`config.mk`:
```
export PLATFORM = sky130hd
export DESIGN_NAME = filtered_sample_fifo
export DESIGN_NICKNAME = d
export VERILOG_FILES = /design/src/rtl/filtered_sample_fifo_pkg.sv /design/src/rtl/filtered_sample_fifo_sample_ram.sv /design/src/rtl/filtered_sample_fifo.sv
export SDC_FILE = /design/constraint.sdc
export NUM_CORES = 2
export LEC_CHECK = 0
export CORE_AREA = 3 3 538 647
export CTS_BUF_LIST = sky130_fd_sc_hd__clkbuf_2 sky130_fd_sc_hd__clkbuf_4 sky130_fd_sc_hd__clkbuf_8
export DETAILED_ROUTE_END_ITERATION = 6
export DIE_AREA = 0 0 541 650
export PLACE_DENSITY = 0.54
export REMOVE_ABC_BUFFERS = 1
export SYNTH_ARGS = -nofsm -noshare
export SYNTH_HDL_FRONTEND = slang
export SYNTH_HIERARCHICAL = 1
export SYNTH_SLANG_ARGS = --single-unit
```
`constraint.sdc`:
```
create_clock -name clk -period 6.2 [get_ports clk]
set_input_delay 0.62 -clock clk [delete_from_list [all_inputs] [get_ports clk]]
set_output_delay 0.62 -clock clk [all_outputs]
set_load 0.005 [all_outputs]
```
`src/rtl/filtered_sample_fifo_pkg.sv`:
```
// ----------------------------------------------------------------------------
// filtered_sample_fifo_pkg
// Shared audio definitions for the filter-output capture path.
//   AUDIO_DATA_SIZE : sample width produced by the stereo Butterworth filter.
//   stereo_sample_t : one left/right pair, left in the upper half when packed.
// ----------------------------------------------------------------------------
package filtered_sample_fifo_pkg;

    localparam int AUDIO_DATA_SIZE = 24;

    typedef struct packed {
        logic signed [AUDIO_DATA_SIZE-1:0] left;
        logic signed [AUDIO_DATA_SIZE-1:0] right;
    } stereo_sample_t;

endpackage

```
`src/rtl/filtered_sample_fifo_sample_ram.sv`:
```
// ----------------------------------------------------------------------------
// filtered_sample_fifo_sample_ram
// Simple dual-port RAM, DEPTH words of WIDTH bits, synchronous write and
// registered read. The read register only updates when re is high, so rdata
// holds the last word read. A read and a write to the same address in one
// cycle return the old contents.
// Ports:
//   clk   : clock
//   we    : write enable
//   waddr : write address
//   wdata : write data
//   re    : read enable
//   raddr : read address
//   rdata : registered read data
// ----------------------------------------------------------------------------
module filtered_sample_fifo_sample_ram #(
    parameter int WIDTH = 48,
    parameter int DEPTH = 64,
    parameter int AW    = $clog2(DEPTH)
) (
    input  logic             clk,
    input  logic             we,
    input  logic [AW-1:0]    waddr,
    input  logic [WIDTH-1:0] wdata,
    input  logic             re,
    input  logic [AW-1:0]    raddr,
    output logic [WIDTH-1:0] rdata
);

    logic [WIDTH-1:0] mem [DEPTH];

    always_ff @(posedge clk) begin
        if (we) begin
            mem[waddr] <= wdata;
        end
        if (re) begin
            rdata <= mem[raddr];
        end
    end

endmodule

```
`src/rtl/filtered_sample_fifo.sv`:
```
// ----------------------------------------------------------------------------
// filtered_sample_fifo
// Captures filtered stereo pairs on the filter's one-cycle ready pulse,
// keeps one of every DECIM pulses, and buffers them in a circular RAM that
// downstream logic drains through a request/valid read port.
// Ports:
//   clk, rst          : clock, asynchronous active-high reset
//   in_left, in_right : filtered sample pair, valid with in_valid
//   in_valid          : one-cycle capture pulse
//   rd_req            : read request, ignored while empty
//   rd_left, rd_right : popped pair, held until the next pop
//   rd_valid          : one-cycle pulse, one cycle after an honoured rd_req
//   level             : stored pairs
//   empty, full       : decoded from level
//   overflow          : sticky drop flag, cleared by clear_overflow
//   clear_overflow    : synchronous clear of overflow (a drop wins)
// ----------------------------------------------------------------------------
module filtered_sample_fifo
    import filtered_sample_fifo_pkg::*;
#(
    parameter int DATA_SIZE = AUDIO_DATA_SIZE,
    parameter int DEPTH     = 64,
    parameter int DECIM     = 1
) (
    input  logic                         clk,
    input  logic                         rst,
    input  logic [DATA_SIZE-1:0]         in_left,
    input  logic [DATA_SIZE-1:0]         in_right,
    input  logic                         in_valid,
    input  logic                         rd_req,
    output logic [DATA_SIZE-1:0]         rd_left,
    output logic [DATA_SIZE-1:0]         rd_right,
    output logic                         rd_valid,
    output logic [$clog2(DEPTH+1)-1:0]   level,
    output logic                         empty,
    output logic                         full,
    output logic                         overflow,
    input  logic                         clear_overflow
);

    localparam int PW  = $clog2(DEPTH);
    localparam int LW  = $clog2(DEPTH+1);
    localparam int DCW = 8;

    logic [PW-1:0]          wr_ptr;
    logic [PW-1:0]          rd_ptr;
    logic [DCW-1:0]         dcnt;
    logic                   have_data;
    logic [2*DATA_SIZE-1:0] ram_rdata;

    logic taken;
    logic rd_fire;
    logic wr_fire;
    logic drop;

    assign empty   = (level == '0);
    assign full    = (level == LW'(DEPTH));

    assign taken   = in_valid && (dcnt == '0);
    assign rd_fire = rd_req && !empty;
    // A read in the same cycle frees the slot, so a full buffer still accepts.
    assign wr_fire = taken && ((level < LW'(DEPTH)) || rd_fire);
    assign drop    = taken && !wr_fire;

    filtered_sample_fifo_sample_ram #(
        .WIDTH (2*DATA_SIZE),
        .DEPTH (DEPTH),
        .AW    (PW)
    ) u_sample_ram (
        .clk   (clk),
        .we    (wr_fire),
        .waddr (wr_ptr),
        .wdata ({in_left, in_right}),
        .re    (rd_fire),
        .raddr (rd_ptr),
        .rdata (ram_rdata)
    );

    // The RAM read register has no reset; have_data masks it to zero until
    // the first pop after reset. It only loads on a pop, so it also holds.
    assign rd_left  = have_data ? ram_rdata[2*DATA_SIZE-1:DATA_SIZE] : '0;
    assign rd_right = have_data ? ram_rdata[DATA_SIZE-1:0]           : '0;

    always_ff @(posedge clk or posedge rst) begin
        if (rst) begin
            wr_ptr    <= '0;
            rd_ptr    <= '0;
            level     <= '0;
            dcnt      <= '0;
            rd_valid  <= 1'b0;
            have_data <= 1'b0;
            overflow  <= 1'b0;
        end else begin
            rd_valid <= rd_fire;

            if (rd_fire) begin
                have_data <= 1'b1;
                rd_ptr    <= rd_ptr + PW'(1);
            end

            if (wr_fire) begin
                wr_ptr <= wr_ptr + PW'(1);
            end

            if (wr_fire && !rd_fire) begin
                level <= level + LW'(1);
            end else if (rd_fire && !wr_fire) begin
                level <= level - LW'(1);
            end

            if (in_valid) begin
                if (dcnt == DCW'(DECIM-1)) begin
                    dcnt <= '0;
                end else begin
                    dcnt <= dcnt + DCW'(1);
                end
            end

            if (drop) begin
                overflow <= 1'b1;
            end else if (clear_overflow) begin
                overflow <= 1'b0;
            end
        end
    end

endmodule
```
## After elaboration in Yosys (flattened, before gate mapping)

Memory sizes are Yosys's and may differ from the RTL's. A register that Yosys moved wholly into a read port is not among the register bits.
Index checks and enable logic that the tools add are counted.

| operators by class | value |
|---|---|
| magnitude comparators | 1 |
| divide/modulo/power cells | 0 |
| multiply operators | 0 |
| add/sub/neg operators | 5 |
| multiplexer cells | 9 |
| equal/unequal tests | 1 |
| shifts and indexed selects | 0 |
| reduce and logical (&&, ||, !) cells | 14 |
| bitwise operators | 0 |

Operator list:

| operator | count |
|---|---|
| 24-bit two-way mux | 2 |
| 7-bit two-way mux | 2 |
| 6-bit by 1-bit adder with 6-bit output (second input constant) | 2 |
| 8-bit by 1-bit adder with 8-bit output (second input constant) | 1 |
| 8-bit zero test | 1 |
| 8-bit two-way mux | 1 |
| 7-bit by 1-bit adder with 7-bit output (second input constant) | 1 |
| 7-bit == test (second input constant) | 1 |
| 7-bit zero test | 1 |
| 7-bit less-than comparator (second input constant) | 1 |
| 7-bit by 1-bit subtractor with 7-bit output (second input constant) | 1 |
| 1-bit logical AND | 6 |
| 1-bit two-way mux | 4 |
| 2-bit nonzero test | 2 |
| 1-bit zero test | 3 |
| 1-bit logical OR | 1 |

| word-level totals | value |
|---|---|
| register bits after elaboration | 30 |
| output and inout bits | 59 |
| memory bits (read-only) | 0 |
| logic and storage cells | 38 |
| latch bits | 0 |
| memories | 1 |
| bits in writable memories | 3072 |

Memory list:

| name | words | width | rd ports | clocked after memory_dff | write ports | line | RTL |
|---|---|---|---|---|---|---|---|
| u_sample_ram.mem | 64 | 48 | 1 | 1 | 1 | filtered_sample_fifo_sample_ram.sv:30 | `logic [WIDTH-1:0] mem [DEPTH];` |

## Longest topological paths before layout

| logic depth | value |
|---|---|
| word-level depth | 9 |
| depth in mapped cells | 12 |
| mapped depth without buffers | 12 |

## Modules after synthesis

The synthesis kept the hierarchy.

Modules (own cells, without submodules):

| module | cells each | area each (µm²) | times used |
|---|---|---|---|
| filtered_sample_fifo_sample_ram | 4970 | 117597.8 | 1 |
| filtered_sample_fifo | 199 | 1885.6 | 1 |

## Worst setup path before layout

Ideal clock, no wire load.

| timing | value |
|---|---|
| kind | register to register |
| from | reg dcnt[0] |
| to | mem u_sample_ram.mem[48][0], enable pin |
| clock period less this slack | 5.475 ns |
| path slack | 0.725 ns |
| data arrival time | 4.962 ns |
| stages on the path, launching flop included | 9 |
| setup time | 0.513 ns |
| path buffers | 0 |
| required time | 5.687 ns |
| path through | dfrtp_1 inv_1 ha_1 nor4b_2 nand4_1 inv_1 nor2b_1 nand4b_1 nor3_1 |

| between the ends | value |
|---|---|
| longest elaborated chain between the ends | 5 |

RTL lines:

| what | line | RTL |
|---|---|---|
| from (decl) | filtered_sample_fifo.sv:47 | `logic [DCW-1:0] dcnt;` |
| from (signal assigned) | filtered_sample_fifo.sv:115 | `dcnt <= dcnt + DCW'(1);` |
| 8-bit zero test | filtered_sample_fifo.sv:59 | `assign taken = in_valid && (dcnt == '0);` |
| 1-bit logical AND | filtered_sample_fifo.sv:59 |  |
| 1-bit logical AND | filtered_sample_fifo.sv:62 | `assign wr_fire = taken && ((level < LW'(DEPTH)) \|\| rd_fire);` |
| via wr_fire | filtered_sample_fifo.sv:53 | `logic wr_fire;` |
| 1-bit two-way mux | filtered_sample_fifo_sample_ram.sv:33 | `if (we) begin` |
| 1-bit two-way mux (not written as such) | filtered_sample_fifo_sample_ram.sv:34 | `mem[waddr] <= wdata;` |
| to (decl) | filtered_sample_fifo_sample_ram.sv:30 |  |

The timed path passes the listed nets, and every way through them passes these cells.

## Worst setup path in the final report

| timing | value |
|---|---|
| from | reg dcnt[0] |
| to | mem u_sample_ram.mem[32][31], enable pin |

The elaborated chain is that of the path after synthesis.

==> run summary <==
outcome: finished, final reports clean
CTS H-tree lvls: 5
Tcrit/Tclk final: 0.7128
actual slew at the worst max-slew pin: 1.343 ns
cell-internal power: 38.78 mW
switching share of power: 0.3206
Fmax: 226.3 MHz
static leakage: 41.86 nW
Seq/Total Area, Yosys: 0.7904
overall global routing resource usage: 0.1918
EDFF count, synth: 3120
kind of critical path: flop to flop
min-delay worst type: input pin to flop
ANT nets after route: 0
Main synth FF type: edfxtp_1
Max stage delay on crit path: 0.87 ns
Die Y: 650 um
Area Overhead vs Synth: 13.74%
ys async rst share: 0.009524
CTS sink cnt: 3150
final setup vio count: 0
Fillers: 30240
first-pass GRT wire length: 479600 um
placement row count: 235
adder-cell share of the synthesized area: 0.001215
HPWL after detailed placement: 205900 um
P per Cell Area: 420.0 nW/um^2
Clk pwr share: 0.282
CP top delay family: simple AND/OR/NAND/NOR gates
CTS root buf: clkbuf_8
antenna violations before repair: 18
Critical Path AT: 5.05 ns
total power: 57.08 mW
worst skew pair latency: 1.06 ns
die width: 541 um
Mapped Area: 119500 um^2
Post-Synth Simple-Gate Area: 0.01423
pin count of the biggest net entering global routing: 110
crit end category: flop
worst clock skew: 0.1014 ns
total vias in the final route: 58030
total CTS buffers: 470
Core ar.: 341700 um^2
worst vdd ir: 0.0002728 V
max-slew violations: 0
P_sw: 18.30 mW
register share of total power: 0.428
crit-path max FO: 36
Starting Density: 0.3497
RSZ-0062 raised after global routing: no
maxcap violations: 0
Post-Layout Cell Count: 10580
CP Depth: 9
Critical Path Slowest Stage Cell: nor2_4
Slew headroom: 0.1046
worst-case reg-to-reg path depth: 9
DRC viols: 0
vias in the first global route: 59770
origin of the critical flop-to-flop path: dcnt[0]
Ys Warns: 6
most frequent cells in the layout: 3120 x edfxtp_1, 754 x mux4_2, 474 x clkbuf_8
main combinational cell family by area after synthesis: multiplexers
most common cell after layout, fill and taps aside: edfxtp_1
crit-path cells: inv_1 -> ha_1 -> nor4b_2 -> nand4_1 -> inv_1 -> nor2b_1 -> nand2_1 -> nor2_4 -> buf_12
syn_area_per_cell: 23.12 um^2
Hold Path Depth: 2
power share of the combinational group: 0.290
port bufs: 111
post-CTS resize count: 0
Final Hold Viols: 0
Worst Hold Margin: 0.1811 ns
final wirelength: 342200 um
initial DRC count: 6387
Worst Path Required: 6.83 ns
CP startpoint: dcnt[0]
Cells after DPL: 9741
post-synth cell types: 56
final net count: 5776
Tmin final: 4.419 ns
post-synthesis compound-gate area fraction: 0.03092
hold-fix buffer count after cts: 2
total congestion overflow: 0
global placer's final weighted congestion: 0.8223
full die area: 351700 um^2
Ports: 112
most frequent CP cell: inv_1
Synth Register Bits: 3150
layout cells sized above 1: 0.3066
type of origin of the critical path: flop
DR vias/cell: 5.484
worst hold path startpoint: clear_overflow
Clock Pin Slew Worst Setup and Hold Paths: 0.06 ns
Setup Fix Bufs, Post-CTS: 0
mux share of post-synthesis cell area: 0.1487
Post-Syn Instances: 5169
DR WL/cell: 32.34 um
post-synthesis xor/xnor area fraction: 0.001466
drt pass-1 iters: 5
TritonCTS clock tree: built
Max clock buf depth: 4
worst path bufs/invs: 3
cell type report:
type                       instances  area, um^2  share of cell area
sequential                      3150       94460              0.6950
multi-input combinational       1721       24030              0.1768
clock buffer                     620        7620             0.05607
tap                             4503        5634             0.04146
timing repair buffer             359        2998             0.02206
clock inverter                   207        1096            0.008065
inverter                          10       40.04           0.0002946
antenna                           11       27.53           0.0002025
through the flow:
stage	instance area (um^2)	setup TNS [ns]	util	setup slack [ns]
2_1_floorplan	118000	-1358.28	-	-25.38
3_3_place_gp	127100	0	0.3721	1.522
3_5_place_dp	127100	0	0.3721	1.479
4_1_cts	135900	0	0.3977	1.795
5_1_grt	135900	0	0.3977	1.547
6_report	135900	0	0.3978	1.781
synth_stat cells, types with 62 or more instances:
master,n,area share
a21oi_1,78,0.0033
a221oi_1,83,0.0061
a22oi_1,72,0.0045
buf_2,98,0.0041
buf_4,62,0.0039
clkbuf_1,104,0.0033
edfxtp_1,3120,0.78
mux2i_1,63,0.0053
mux4_2,754,0.14
nand2_1,69,0.0022
nor2_1,142,0.0045
o22ai_1,123,0.0064
cell families after synthesis:
family | after synthesis
DFF | 3150
and+or+nand+nor | 352
xor gates and xnor gates | 20
buffers and inverters | 298
muxes | 831
adders and majority gates | 11
AOI/OAI and AO/OA | 507
worst reg2reg max path: cells and delay by family (launching register included):
family	cells	cell delay, ns
AND/OR/NAND/NOR	5	2.39
buffers and inverters	3	0.92
flip-flops	1	0.40
adder cells (fa/ha/maj)	1	0.16
final timing paths:
path                                                  to  slack [ns]
worst max-delay path            u_sample_ram/mem[32][31]        1.78
worst min-delay path                            overflow        0.18
worst max register to register  u_sample_ram/mem[32][31]        1.78
worst min register to register                   dcnt[7]        0.51
max in group asynchronous                      have_data        5.20
min in group asynchronous                       overflow        0.60
sequential cells by signal, indices dropped and copies added, names as in the netlist:
name,flops
rd_valid,1
rd_ptr,6
wr_ptr,6
level,7
u_sample_ram/mem,3072
u_sample_ram/rdata,48
have_data,1
overflow,1
dcnt,8
power by group through the flow:
| stage | logic [mW] | registers, mW | clock network [mW] |
|---|---|---|---|
| after detailed placement | 16.9 | 24.9 | 0 |
| final | 16.6 | 24.4 | 16.1 |
| after CTS | 16.9 | 24.5 | 16.5 |
| after global routing | 17.4 | 24.4 | 17.4 |
| after global placement | 16.9 | 24.9 | 0 |
| after floorplan | 8.41 | 25.2 | 0 |
layer usage:
metal | track usage | part of all wire
met1 | 0.2472 | 0.39
met5 | 0 | 0.00016
met4 | 0.06005 | 0.033
met2 | 0.3344 | 0.52
met3 | 0.02766 | 0.060
Note: power is estimated with default switching activity, not from simulation.
